===== src/rtl/riscv_mc_ctrl_if.sv =====
// Memory handshake between the multicycle control unit and the unified
// instruction/data memory.
interface riscv_mc_ctrl_if;
  logic mem_req_o;
  logic mem_write_o;
  logic adr_src_o;
  logic mem_ready_i;

  modport master (
    output mem_req_o,
    output mem_write_o,
    output adr_src_o,
    input  mem_ready_i
  );

  modport slave (
    input  mem_req_o,
    input  mem_write_o,
    input  adr_src_o,
    output mem_ready_i
  );
endinterface


===== src/rtl/riscv_mc_ctrl.sv =====
// Multicycle RISC-V control unit: Moore sequencer for the shared datapath,
// combinational ALU decoder, memory ready handshake and wait watchdog.
module riscv_mc_ctrl #(
  parameter int MaxWait = 255
) (
  input  logic                   clk_i,
  input  logic                   rst_ni,
  input  logic [6:0]             op_i,
  input  logic [2:0]             funct3_i,
  input  logic [6:0]             funct7_i,
  input  logic                   zero_i,
  riscv_mc_ctrl_if.master        mem,
  output logic                   ir_write_o,
  output logic                   pc_write_o,
  output logic                   reg_write_o,
  output logic [1:0]             alu_src_a_o,
  output logic [1:0]             alu_src_b_o,
  output logic [2:0]             alu_control_o,
  output logic [2:0]             imm_src_o,
  output logic [1:0]             result_src_o,
  output logic                   illegal_o,
  output logic                   bus_err_o
);

  localparam int CntW = $clog2(MaxWait + 1);

  localparam logic [2:0] AluAdd = 3'b000;
  localparam logic [2:0] AluSub = 3'b001;
  localparam logic [2:0] AluAnd = 3'b010;
  localparam logic [2:0] AluOr  = 3'b011;
  localparam logic [2:0] AluSlt = 3'b101;

  typedef enum logic [3:0] {
    FETCH, DECODE, MEMADR, MEMREAD, MEMWB, MEMWRITE,
    EXECUTER, EXECUTEI, ALUWB, BEQ, JAL, LUI, TRAP
  } state_t;

  state_t          state, state_n;
  logic [CntW-1:0] wait_cnt;
  logic            waiting;
  logic            set_ill, set_berr;
  logic            mem_req_raw, mem_write_raw, ir_write_raw;
  logic            pc_write_raw, reg_write_raw;

  // funct7 carries only the add/sub selector bit for this subset
  logic unused_f7;
  assign unused_f7 = ^{funct7_i[6], funct7_i[4:0]};

  // add vs sub depends on op[5] so that addi with imm[10] set stays an add
  function automatic logic [2:0] alu_dec(input logic op5, input logic [2:0] f3,
                                         input logic f75);
    case (f3)
      3'b000:  alu_dec = (op5 & f75) ? AluSub : AluAdd;
      3'b010:  alu_dec = AluSlt;
      3'b110:  alu_dec = AluOr;
      3'b111:  alu_dec = AluAnd;
      default: alu_dec = AluAdd;
    endcase
  endfunction

  function automatic logic f3_supported(input logic [2:0] f3);
    f3_supported = (f3 == 3'b000) || (f3 == 3'b010) ||
                   (f3 == 3'b110) || (f3 == 3'b111);
  endfunction

  // state register
  always_ff @(posedge clk_i or negedge rst_ni) begin
    if (!rst_ni) state <= FETCH;
    else         state <= state_n;
  end

  // wait watchdog: restarts on every state change or completed access
  always_ff @(posedge clk_i or negedge rst_ni) begin
    if (!rst_ni)                                    wait_cnt <= '0;
    else if ((state_n != state) || mem.mem_ready_i) wait_cnt <= '0;
    else if (waiting)                               wait_cnt <= wait_cnt + CntW'(1);
  end

  // sticky trap flags, cleared only by reset
  always_ff @(posedge clk_i or negedge rst_ni) begin
    if (!rst_ni) begin
      illegal_o <= 1'b0;
      bus_err_o <= 1'b0;
    end else begin
      illegal_o <= illegal_o | set_ill;
      bus_err_o <= bus_err_o | set_berr;
    end
  end

  // next-state and Moore outputs (ready/zero gate only the PC/IR loads)
  always_comb begin
    state_n       = state;
    mem_req_raw   = 1'b0;
    mem_write_raw = 1'b0;
    ir_write_raw  = 1'b0;
    pc_write_raw  = 1'b0;
    reg_write_raw = 1'b0;
    mem.adr_src_o = 1'b0;
    alu_src_a_o   = 2'b00;
    alu_src_b_o   = 2'b00;
    alu_control_o = AluAdd;
    imm_src_o     = 3'b000;
    result_src_o  = 2'b00;
    waiting       = 1'b0;
    set_ill       = 1'b0;
    set_berr      = 1'b0;
    case (state)
      FETCH: begin
        mem_req_raw  = 1'b1;
        alu_src_b_o  = 2'b10;
        result_src_o = 2'b10;
        ir_write_raw = mem.mem_ready_i;
        pc_write_raw = mem.mem_ready_i;
        if (mem.mem_ready_i) state_n = DECODE;
        else                 waiting = 1'b1;
      end
      DECODE: begin
        alu_src_a_o = 2'b01;
        alu_src_b_o = 2'b01;
        imm_src_o   = 3'b010;
        case (op_i)
          7'b0000011, 7'b0100011: state_n = MEMADR;
          7'b0110011: state_n = f3_supported(funct3_i) ? EXECUTER : TRAP;
          7'b0010011: state_n = f3_supported(funct3_i) ? EXECUTEI : TRAP;
          7'b1100011: state_n = (funct3_i == 3'b000) ? BEQ : TRAP;
          7'b1101111: state_n = JAL;
          7'b0110111: state_n = LUI;
          default:    state_n = TRAP;
        endcase
        set_ill = (state_n == TRAP);
      end
      MEMADR: begin
        alu_src_a_o = 2'b10;
        alu_src_b_o = 2'b01;
        imm_src_o   = op_i[5] ? 3'b001 : 3'b000;
        state_n     = op_i[5] ? MEMWRITE : MEMREAD;
      end
      MEMREAD: begin
        mem_req_raw   = 1'b1;
        mem.adr_src_o = 1'b1;
        if (mem.mem_ready_i) state_n = MEMWB;
        else                 waiting = 1'b1;
      end
      MEMWB: begin
        result_src_o  = 2'b01;
        reg_write_raw = 1'b1;
        state_n       = FETCH;
      end
      MEMWRITE: begin
        mem_req_raw   = 1'b1;
        mem_write_raw = 1'b1;
        mem.adr_src_o = 1'b1;
        if (mem.mem_ready_i) state_n = FETCH;
        else                 waiting = 1'b1;
      end
      EXECUTER: begin
        alu_src_a_o   = 2'b10;
        alu_control_o = alu_dec(op_i[5], funct3_i, funct7_i[5]);
        state_n       = ALUWB;
      end
      EXECUTEI: begin
        alu_src_a_o   = 2'b10;
        alu_src_b_o   = 2'b01;
        alu_control_o = alu_dec(op_i[5], funct3_i, funct7_i[5]);
        state_n       = ALUWB;
      end
      ALUWB: begin
        reg_write_raw = 1'b1;
        state_n       = FETCH;
      end
      BEQ: begin
        alu_src_a_o   = 2'b10;
        alu_control_o = AluSub;
        pc_write_raw  = zero_i;
        state_n       = FETCH;
      end
      JAL: begin
        alu_src_a_o  = 2'b01;
        alu_src_b_o  = 2'b10;
        pc_write_raw = 1'b1;
        state_n      = ALUWB;
      end
      LUI: begin
        imm_src_o     = 3'b011;
        result_src_o  = 2'b11;
        reg_write_raw = 1'b1;
        state_n       = FETCH;
      end
      TRAP:    state_n = TRAP;
      default: state_n = TRAP;
    endcase
    if (waiting && (wait_cnt == CntW'(MaxWait - 1))) begin
      state_n  = TRAP;
      set_berr = 1'b1;
    end
  end

  // enables are held off for the whole time reset is asserted
  assign mem.mem_req_o   = mem_req_raw   & rst_ni;
  assign mem.mem_write_o = mem_write_raw & rst_ni;
  assign ir_write_o      = ir_write_raw  & rst_ni;
  assign pc_write_o      = pc_write_raw  & rst_ni;
  assign reg_write_o     = reg_write_raw & rst_ni;

endmodule


===== src/flat_wrapper.sv =====
// flat-port wrapper written by rule: the top's interface ports become plain ports
module riscv_mc_ctrl_flat 
#(
  parameter int MaxWait = 255
)
  (clk_i, rst_ni, op_i, funct3_i, funct7_i, zero_i, ir_write_o, pc_write_o, reg_write_o, alu_src_a_o, alu_src_b_o, alu_control_o, imm_src_o, result_src_o, illegal_o, bus_err_o, mem_mem_req_o, mem_mem_write_o, mem_adr_src_o, mem_mem_ready_i);
  riscv_mc_ctrl_if mem_i ();
  input  logic clk_i;
  input  logic rst_ni;
  input  logic [6:0] op_i;
  input  logic [2:0] funct3_i;
  input  logic [6:0] funct7_i;
  input  logic zero_i;
  output logic ir_write_o;
  output logic pc_write_o;
  output logic reg_write_o;
  output logic [1:0] alu_src_a_o;
  output logic [1:0] alu_src_b_o;
  output logic [2:0] alu_control_o;
  output logic [2:0] imm_src_o;
  output logic [1:0] result_src_o;
  output logic illegal_o;
  output logic bus_err_o;
  output wire logic [$bits(mem_i.mem_req_o)-1:0] mem_mem_req_o;
  output wire logic [$bits(mem_i.mem_write_o)-1:0] mem_mem_write_o;
  output wire logic [$bits(mem_i.adr_src_o)-1:0] mem_adr_src_o;
  input wire logic [$bits(mem_i.mem_ready_i)-1:0] mem_mem_ready_i;
  assign mem_mem_req_o = mem_i.mem_req_o;
  assign mem_mem_write_o = mem_i.mem_write_o;
  assign mem_adr_src_o = mem_i.adr_src_o;
  assign mem_i.mem_ready_i = mem_mem_ready_i;
  riscv_mc_ctrl #(.MaxWait(MaxWait)) u_core (.clk_i(clk_i), .rst_ni(rst_ni), .op_i(op_i), .funct3_i(funct3_i), .funct7_i(funct7_i), .zero_i(zero_i), .mem(mem_i), .ir_write_o(ir_write_o), .pc_write_o(pc_write_o), .reg_write_o(reg_write_o), .alu_src_a_o(alu_src_a_o), .alu_src_b_o(alu_src_b_o), .alu_control_o(alu_control_o), .imm_src_o(imm_src_o), .result_src_o(result_src_o), .illegal_o(illegal_o), .bus_err_o(bus_err_o));
endmodule

===== config.mk =====
export PLATFORM = sky130hd
export DESIGN_NAME = riscv_mc_ctrl_flat
export DESIGN_NICKNAME = d
export VERILOG_FILES = /design/src/rtl/riscv_mc_ctrl_if.sv /design/src/rtl/riscv_mc_ctrl.sv /design/src/flat_wrapper.sv
export SDC_FILE = /design/constraint.sdc
export NUM_CORES = 1
export LEC_CHECK = 0
export BUFFER_PORTS_ARGS = -buffer_cell sky130_fd_sc_hd__buf_2
export CORE_AREA = 2 2 73 47
export DETAILED_ROUTE_END_ITERATION = 8
export DIE_AREA = 0 0 75 49
export PLACE_DENSITY = 0.75
export SLEW_MARGIN = 20
export SYNTH_ARGS = -nofsm -noshare
export SYNTH_HDL_FRONTEND = slang
export SYNTH_SLANG_ARGS = --single-unit

===== constraint.sdc =====
create_clock -name clk_i -period 2.07 [get_ports clk_i]
set_input_delay 0.207 -clock clk_i [delete_from_list [all_inputs] [get_ports clk_i]]
set_output_delay 0.207 -clock clk_i [all_outputs]
set_load 0.03 [all_outputs]

==> results of run 1 <==
==> state kept, by name, summed over array words and instances (netlist names) <==
| signal | flops |
|---|---|
| u_core.bus_err_o | 1 |
| u_core.illegal_o | 1 |
| u_core.state | 4 |
| u_core.wait_cnt | 8 |
==> per-layer routing <==
metal / vias up / GRT usage
met5: - / 0
met4: 0 / 0.0536
met3: 5 / 0.0310
met2: 41 / 0.263
met1: 644 / 0.305
li1: 706 / -
==> logic make-up (layout without fill, tap and decap cells) <==
family                     Yosys count  in the layout  share of synthesized area
AOI/OAI and AO/OA                   38             38                      0.228
xor gates and xnor gates            11             11                     0.0755
adders and majority gates            2              2                     0.0182
buffers and inverters               18             63                     0.0764
DFF                                 14             14                      0.255
muxes                                2              2                     0.0146
other                                1              1                    0.00273
and+or+nand+nor                     85             85                      0.330
==> worst paths after layout <==
path | from | endpoint | slack [ns] | depth (start not counted)
min in group asynchronous | rst_ni | u_core.bus_err_o | 0.40 | 2
max reg2reg | u_core.state[2] | u_core.wait_cnt[1] | 0.12 | 6
max in group asynchronous | rst_ni | u_core.state[2] | 1.38 | 2
max | u_core.state[2] | u_core.wait_cnt[1] | 0.12 | 6
min reg2reg | u_core.bus_err_o | u_core.bus_err_o | 0.47 | 1
min | op_i[6] | u_core.state[1] | 0.34 | 4
==> placed cells by master, fill, tap and decap left out, types with 3 or more instances in the layout <==
| cell | Yosys | final |
|---|---|---|
| a21oi_1 | 9 | 9 |
| and2_1 | 5 | 5 |
| buf_2 | 1 | 32 |
| buf_4 | 1 | 18 |
| clkbuf_8 | 0 | 4 |
| dfrtp_1 | 14 | 11 |
| dfrtp_2 | 0 | 3 |
| inv_1 | 5 | 5 |
| nand2_1 | 18 | 18 |
| nand2b_1 | 5 | 5 |
| nand3_1 | 8 | 8 |
| nand4_1 | 3 | 3 |
| nor2_1 | 19 | 18 |
| nor3_1 | 11 | 11 |
| o21ai_0 | 4 | 4 |
| o32ai_1 | 5 | 4 |
| xor2_1 | 8 | 8 |
==> area by class of cell <==
class,instances,area [sq um]
multi-input combinational,139,952
sequential,14,354
fill,271,1290
tap,45,56.3
inverter,6,25.0
clock buffer,4,55.1
timing repair buffer,53,332
==> through the flow <==
stage                     instances  area (sq um)  hold WS, ns  setup slack [ns]
final                           261          1770        0.345             0.116
after global routing            261          1770        0.378           -0.0439
after CTS                       255          1700        0.348            0.0182
after detailed placement        250          1630        0.151            0.0389
after global placement          250          1630        0.150            0.0669
after floorplan                 171          1390      -0.0886            0.0440
==> power by group through the flow <==
stage / registers, mW / logic, mW / clock network [mW]
after floorplan: 0.336 / 0.883 / 0
after global placement: 0.375 / 1.12 / 0
after detailed placement: 0.377 / 1.13 / 0
after CTS: 0.373 / 1.14 / 0.272
after global routing: 0.381 / 1.36 / 0.287
final: 0.378 / 1.25 / 0.271
==> tightest hold or removal path, stage by stage <==
cell     delay (ns)
buf_2          0.12
o32ai_1        0.09
nand2_1        0.07
a21oi_1        0.06
==> what timing repair did <==
action                     4_1_cts  5_1_grt
buffers inserted                 0        6
hold endpoints to repair        14        0
hold buffers                     1        0
setup endpoints to repair        0       10
gates resized for setup          0        9
==> reports/metrics.csv, run 1 <==
metric;value;unit
startpoint_type;flip-flop;
place_hpwl;2.46;mm
final_util;0.579;
p_per_area;1070;nW/um^2
critPathMaxStageDelay;0.46;ns
via_per_inst;5.35;
start_util;0.449;
yosys.area.top_type;dfrtp_1;
syn_avg_cell_area;8.04;sq um
num_rows;16;
crit_family;compound AO/OA/AOI/OAI gates;
synth_edf_count;0;
skew;0.00419;ns
synth_area;1380;sq um
fmax;0.512;GHz
synthFlopType;dfrtp_1;
async_reset_ff_frac;1.00;
antenna_found_initial;0;
ir_worst_vdd;0.000401;V
nets;240;
gp_congestion;0.941;
drt-pass1-iter-count;4;
switchingPower;911;uW
synth_cell_types;55;
combPwrFrac;0.658;
grt_usage;0.192;
cts_tree;built;
setup_viol;0;
worst-path-max-fanout;11;
drive_gt1_frac;0.347;
crit_chain;buf_8, nor4_4, o211ai_1, a21oi_4, xnor2_4, a2111oi_4;
grt_pass1_vias;1183;
crit_type;flip-flop to flip-flop;
n_antenna_cell;0;
wirelength_met1;1.80;mm
routed-via-count;1396;
max_cap_viol_count;0;
yosysWarnings;0;
crit_buf_inv;1;
grt_max_degree;20;
swShare;0.481;
p_int;983;uW
synthTopCellsByArea;dfrtp_1 25%, nor2_1 5.2%, xor2_1 5.1%, nand2_1 4.9%, nor3_1 4.0%;
ant_nets;0;
slowest_stage;dfrtp_2;
die_x;75;microns
seq_area_frac_synth;0.255;
leakage;0.816;nW
synth_common_cells;19 x nor2_1, 18 x nand2_1, 14 x dfrtp_1;
wire_per_inst;13.2;microns
power;1.89;mW
p_clk_frac;0.143;
wl_met2;1.43;mm
required;2.22;ns
cts.sinks;14;
grt_pass1_wl;5.55;mm
cts-root-buf;clkbuf_8;
hold_class;primary input to flip-flop;
syn-num-nets;194;
drtIter0Drc;103;
drt-total-wl;3.44;mm
die_area;3680;sq um
synthCells;171;
clkLatencyLatePin;0.25;ns
core;3060;sq um
portBuffers;33;
fp.dieH;49;microns
globalRouteOverflowTotal;0;
slew_violations;0;
cts_buffers;3;
htree_levels;1;
arrival;2.10;ns
period_needed;1.95;ns
io-pin-count;41;
status;complete, no violations;
crit_path_end_kind;flip-flop;
maxUsedRoutingLayer;met4;
area_growth_syn_to_layout;29.0;%
synth_top_area_frac;0.255;
period_share;0.944;
setup_tns;0;ns
synth_seq_cells;14;
finalHoldViolations;0;
cts_buffer_depth;2;
yosysMostFrequentCell;nor2_1;
remaining_drc_errors;0;
clk_pin_slew_worst_paths;0.06;ns
met3WireLength;175;microns
power_frac_seq;0.199;
Note: power is estimated with default switching activity, not from simulation.
==> run 2: changes to the inputs <==
ABC_AREA = 1   (was default)
CORE_AREA = 2 2 71 46   (was 2 2 73 47)
DIE_AREA = 0 0 73 48   (was 0 0 75 49)
PLACE_DENSITY = 0.73   (was 0.75)
==> run 2 against run 1 <==
Final cell count is 2.7% higher; register-to-register slack better by 0.09 ns; critical path type unchanged; critical endpoint is now u_core.wait_cnt[5]; flip-flop and latch count stayed put; maximum frequency is 4.7% higher; via count is 5.5% lower; worst setup slack better by 0.088 ns; largest cell class unchanged; routed wire length is 16% lower; power is 68% lower; critical path depth is 4 higher.
==> reports/metrics.csv, run 2 <==
metric;value;unit
status;complete, no violations;
required;2.25;ns
synthCells;195;
synth_area;1210;sq um
cts_tree;built;
globalRouteOverflowTotal;0;
crit_top_cell;nor2_1;
drt-pass1-iter-count;4;
start_util;0.434;
grt_pass1_vias;1114;
place_hpwl;2.34;mm
max_cap_viol_count;0;
wire_per_inst;10.8;microns
cts-root-buf;clkbuf_8;
syn-num-nets;218;
nets;258;
wl_met2;1.07;mm
grt_usage;0.180;
routed-via-count;1319;
ir_worst_vdd;0.000192;V
synthTopCellsByArea;dfrtp_1 29%, nand2_1 16%, inv_1 11%, nor2_1 8.3%, nand3_1 7.0%;
htree_levels;1;
stdcell_count;268;
remaining_drc_errors;0;
crit_path_end_kind;flip-flop;
gp_congestion;0.856;
crit_family;simple AND/OR/NAND/NOR gates;
finalHoldViolations;0;
n_antenna_cell;0;
cts.sinks;14;
clk_pin_slew_worst_paths;0.06;ns
wirelength_met1;1.63;mm
async_reset_ff_frac;1.00;
fmax;0.536;GHz
setup_tns;0;ns
maxUsedRoutingLayer;met4;
grt_max_degree;17;
largest_reg_flops;8;
p_per_area;398;nW/um^2
cts_buffer_depth;2;
seq_area_frac_synth;0.288;
synth_top_area_frac;0.288;
io-pin-count;41;
portBuffers;33;
antenna_found_initial;0;
postCtsSetupBuffers;0;
synth_seq_cells;14;
drtIter0Drc;139;
yosysMostFrequentCell;nand2_1;
via_per_inst;4.92;
slowest_stage;dfrtp_1;
top_register;u_core.wait_cnt;
grt_pass1_wl;4.93;mm
die_x;73;microns
critPathMaxStageDelay;0.39;ns
met3WireLength;166;microns
layout_common_cells;52 x nand2_1, 37 x inv_1, 33 x buf_2;
cts_buffers;3;
yosysWarnings;0;
top_regs;u_core.wait_cnt x8, u_core.state x4;
leakage;0.882;nW
layout_commonest_cell;nand2_1;
ant_nets;0;
hold_class;primary input to flip-flop;
crit_chain;inv_1, nor2_1, nand2_1, o21ai_0, inv_1, a21oi_2, nor2_1, nor2_1, nand3_4, nor2_1;
period_share;0.901;
rsz0062_at_grt;no;
num_rows;15;
synth_cell_types;27;
syn_avg_cell_area;6.23;sq um
crit_type;flip-flop to flip-flop;
core;2800;sq um
synthFlopType;dfrtp_1;
synth_edf_count;0;
die_area;3500;sq um
startpoint_type;flip-flop;
clkLatencyLatePin;0.25;ns
area_growth_syn_to_layout;24.1;%
worst-path-max-fanout;8;
arrival;2.04;ns
skew;0.00355;ns
slew_violations;0;
crit_buf_inv;2;
synth_common_cells;52 x nand2_1, 37 x inv_1, 27 x nor2_1;
post-place-cells;263;
drive_gt1_frac;0.231;
yosys.area.top_type;dfrtp_1;
fp.dieH;48;microns
setup_viol;0;
drt-total-wl;2.88;mm
period_needed;1.87;ns
==> run 2: metrics by stage <==
stage | setup slack [ns] | instance area [sq um] | power, mW | utilization | hold WS, ns
3_5_place_dp | 0.189 | 1430 | 0.332 | 0.511 | 0.138
6_report | 0.204 | 1510 | 0.600 | 0.539 | 0.389
3_3_place_gp | 0.205 | 1430 | 0.332 | 0.511 | 0.136
4_1_cts | 0.176 | 1500 | 0.603 | 0.535 | 0.381
5_1_grt | 0.0420 | 1510 | 0.628 | 0.539 | 0.394
2_1_floorplan | 0.126 | 1210 | 0.304 | - | -0.0886
==> run 2: logic make-up (layout without fill, tap and decap cells) <==
logic type	Yosys count	count (layout)	share of synthesized area
buffers and inverters	40	79	0.127
and+or+nand+nor	117	117	0.439
DFF	14	14	0.288
AOI/OAI and AO/OA	14	14	0.0721
xor gates and xnor gates	7	7	0.0505
other	1	1	0.00309
adders and majority gates	2	2	0.0206
==> run 2: timing repair <==
item	4_1_cts	5_1_grt
hold buffers	1	0
hold endpoints to repair	14	0
gates resized for setup	0	2
endpoints found under the setup margin	0	8
==> run 2: report_power, final <==
| group | internal, mW | switching [mW] |
|---|---|---|
| clock network | 0.169 | 0.101 |
| registers | 0.274 | 0 |
| logic | 0.0197 | 0.0366 |
| total | 0.462 | 0.138 |
==> run 2: path summary, 6_finish.rpt <==
kind	endpoint	depth (start not counted)	startpoint	slack (ns)
setup reg to reg	u_core.wait_cnt[5]	10	u_core.state[1]	0.20
max in group asynchronous	u_core.state[1]	2	rst_ni	1.41
min in group asynchronous	u_core.wait_cnt[2]	2	rst_ni	0.40
hold reg to reg	u_core.illegal_o	1	u_core.illegal_o	0.47
hold / removal	u_core.wait_cnt[0]	4	mem_mem_ready_i	0.39
setup / recovery	u_core.wait_cnt[5]	10	u_core.state[1]	0.20
==> run 2: routing by layer <==
| metal | global-route usage | vias to the layer above |
|---|---|---|
| met5 | 0 | - |
| met4 | 0.0222 | 0 |
| met3 | 0.0253 | 2 |
| met2 | 0.279 | 46 |
| met1 | 0.274 | 586 |
| li1 | - | 685 |
==> run 2: final cells by class <==
type | instances | area [sq um]
Timing Repair Buffer | 36 | 190
Fill cell | 285 | 1290
Tap cell | 34 | 42.5
Clock buffer | 4 | 55.1
Sequential cell | 14 | 350
Multi-Input combinational cell | 141 | 723
Inverter | 39 | 146
==> run 2: tightest hold or removal path: stages <==
cell	delay, ns
buf_2	0.14
nor2_4	0.07
xor2_1	0.12
nor2_1	0.06
==> run 3: changes to the inputs <==
ABC_AREA = default   (was 1)
CORE_AREA = 2 2 61 57   (was 2 2 71 46)
DIE_AREA = 0 0 63 59   (was 0 0 73 48)
PLACE_DENSITY = 0.74   (was 0.73)
==> run 3 against run 2 <==
Via count is 5.2% higher; register-to-register slack got worse by 0.13 ns; sequential share of layout area shrank 3.0 points; non-clock buffer count rose by 15; sequential power up 37%; critical endpoint is now u_core.wait_cnt[2]; largest power group is now combinational logic; highest routed layer unchanged.
==> reports/metrics.csv, run 3 (synthesis gave the netlist of run 1 again) <==
metric;value;unit
grt_pass1_vias;1259;
num_rows;19;
ant_nets;0;
fmax;0.500;GHz
die_x;63;microns
hold_class;primary input to flip-flop;
cts.sinks;14;
cts_buffers;3;
place_hpwl;2.41;mm
clkLatencyLatePin;0.28;ns
n_antenna_cell;0;
grt_pass1_wl;5.39;mm
grt_usage;0.179;
fp.dieH;59;microns
status;complete, no violations;
skew;0.00425;ns
finalHoldViolations;0;
reg2reg_depth;8;
top_regs;u_core.wait_cnt x8, u_core.state x4;
area_growth_syn_to_layout;27.5;%
seq_area;355;sq um
startpoint_type;flip-flop;
via_per_inst;5.42;
io-pin-count;41;
core;3020;sq um
layout_commonest_cell;buf_2;
hold_path_end;u_core.state[1];
grt_max_degree;20;
arrival;2.20;ns
crit_type;flip-flop to flip-flop;
r2r_start;u_core.state[1];
r2r-end;u_core.wait_cnt[2];
layout_common_cells;31 x buf_2, 18 x nor2_1, 18 x nand2_1, 18 x buf_4, 10 x dfrtp_1;
drtIter0Drc;71;
rsz0062_at_grt;yes;
worst-path-max-fanout;5;
slew_violations;0;
cts_buffer_depth;2;
routed-via-count;1388;
p_per_area;1030;nW/um^2
stdcell_count;256;
htree_levels;1;
setup_tns;0;ns
drt-pass1-iter-count;4;
p_clk_frac;0.110;
portBuffers;33;
largest_reg_flops;8;
cts-root-buf;clkbuf_4;
setup_viol;0;
crit_path_end_kind;flip-flop;
period_needed;2.00;ns
antenna_found_initial;0;
min_from;op_i[6];
combPwrFrac;0.683;
period_share;0.966;
swShare;0.495;
p_int;916;uW
nets;238;
hold_path_depth;4;
remaining_drc_errors;0;
n_fill_cell;280;
multi_input_area;976;sq um
die_area;3720;sq um
max_cap_viol_count;0;
top_register;u_core.wait_cnt;
wire_per_inst;12.8;microns
drt-total-wl;3.29;mm
cts_tree;built;
gp_congestion;0.872;
clk_pin_slew_worst_paths;0.09;ns
ir_worst_vdd;0.000431;V
power_frac_seq;0.207;
post-place-cells;246;
switchingPower;897;uW
start_util;0.455;
regToRegSetupSlack;0.07;ns
drive_gt1_frac;0.360;
globalRouteOverflowTotal;0;
leakage;0.799;nW
required;2.27;ns
==> run 3: what timing repair did <==
action,CTS,global route
gates cloned,0,0
gates resized for setup,2,10
hold buffers,1,0
endpoints found under the setup margin,1,11
buffers inserted,0,5
hold endpoints to repair,14,0
==> run 3: worst max-delay path, stage by stage (launching register included) <==
cell	delay (ns)
dfrtp_2	0.44
buf_4	0.16
xor2_1	0.15
a32o_2	0.26
a31o_4	0.25
a21oi_4	0.18
xnor2_4	0.12
buf_4	0.17
nor3_1	0.19
==> run 3: area by class of cell <==
cell class | instances | share of cell area
inverters | 6 | 0.0143
flip-flops and latches | 14 | 0.203
multi-input cells | 139 | 0.557
clock buffers | 4 | 0.0207
repair buffers | 51 | 0.176
well taps | 42 | 0.0300
==> run 3: power groups by stage <==
stage | sequential [mW] | clock, mW | combinational, mW
global route | 0.382 | 0.213 | 1.35
finish | 0.376 | 0.200 | 1.24
CTS | 0.381 | 0.204 | 1.13
detailed placement | 0.386 | 0 | 1.13
floorplan | 0.336 | 0 | 0.883
global placement | 0.385 | 0 | 1.12
==> run 3: metal layers <==
metal / up-vias / global-route usage / part of all wire
met1: 658 / 0.242 / 0.49
li1: 697 / - / -
met3: 4 / 0.0456 / 0.043
met4: 0 / 0.0254 / 0.0076
met2: 29 / 0.299 / 0.46
met5: - / 0 / 0
==> run 3: stage by stage <==
stage,util,setup slack [ns],area [sq um],hold slack [ns],power [mW]
3_3_place_gp,0.537,0.0907,1620,0.155,1.50
3_5_place_dp,0.537,0.00159,1620,0.151,1.51
2_1_floorplan,-,0.0440,1390,-0.0886,1.22
5_1_grt,0.581,-0.0350,1750,0.332,1.94
6_report,0.581,0.0701,1750,0.297,1.81
4_1_cts,0.554,0.00108,1670,0.290,1.72
==> run 3: worst max-delay path by stage <==
| stage | start | endpoint | depth (start not counted) |
|---|---|---|---|
| floorplan | u_core.state[3] | alu_src_a_o[1] | 4 |
| global placement | u_core.state[0] | u_core.wait_cnt[5] | 7 |
| detailed placement | u_core.state[0] | u_core.wait_cnt[5] | 7 |
| CTS | u_core.state[0] | u_core.wait_cnt[5] | 7 |
| global route | u_core.state[1] | u_core.wait_cnt[5] | 8 |
| finish | u_core.state[1] | u_core.wait_cnt[2] | 8 |
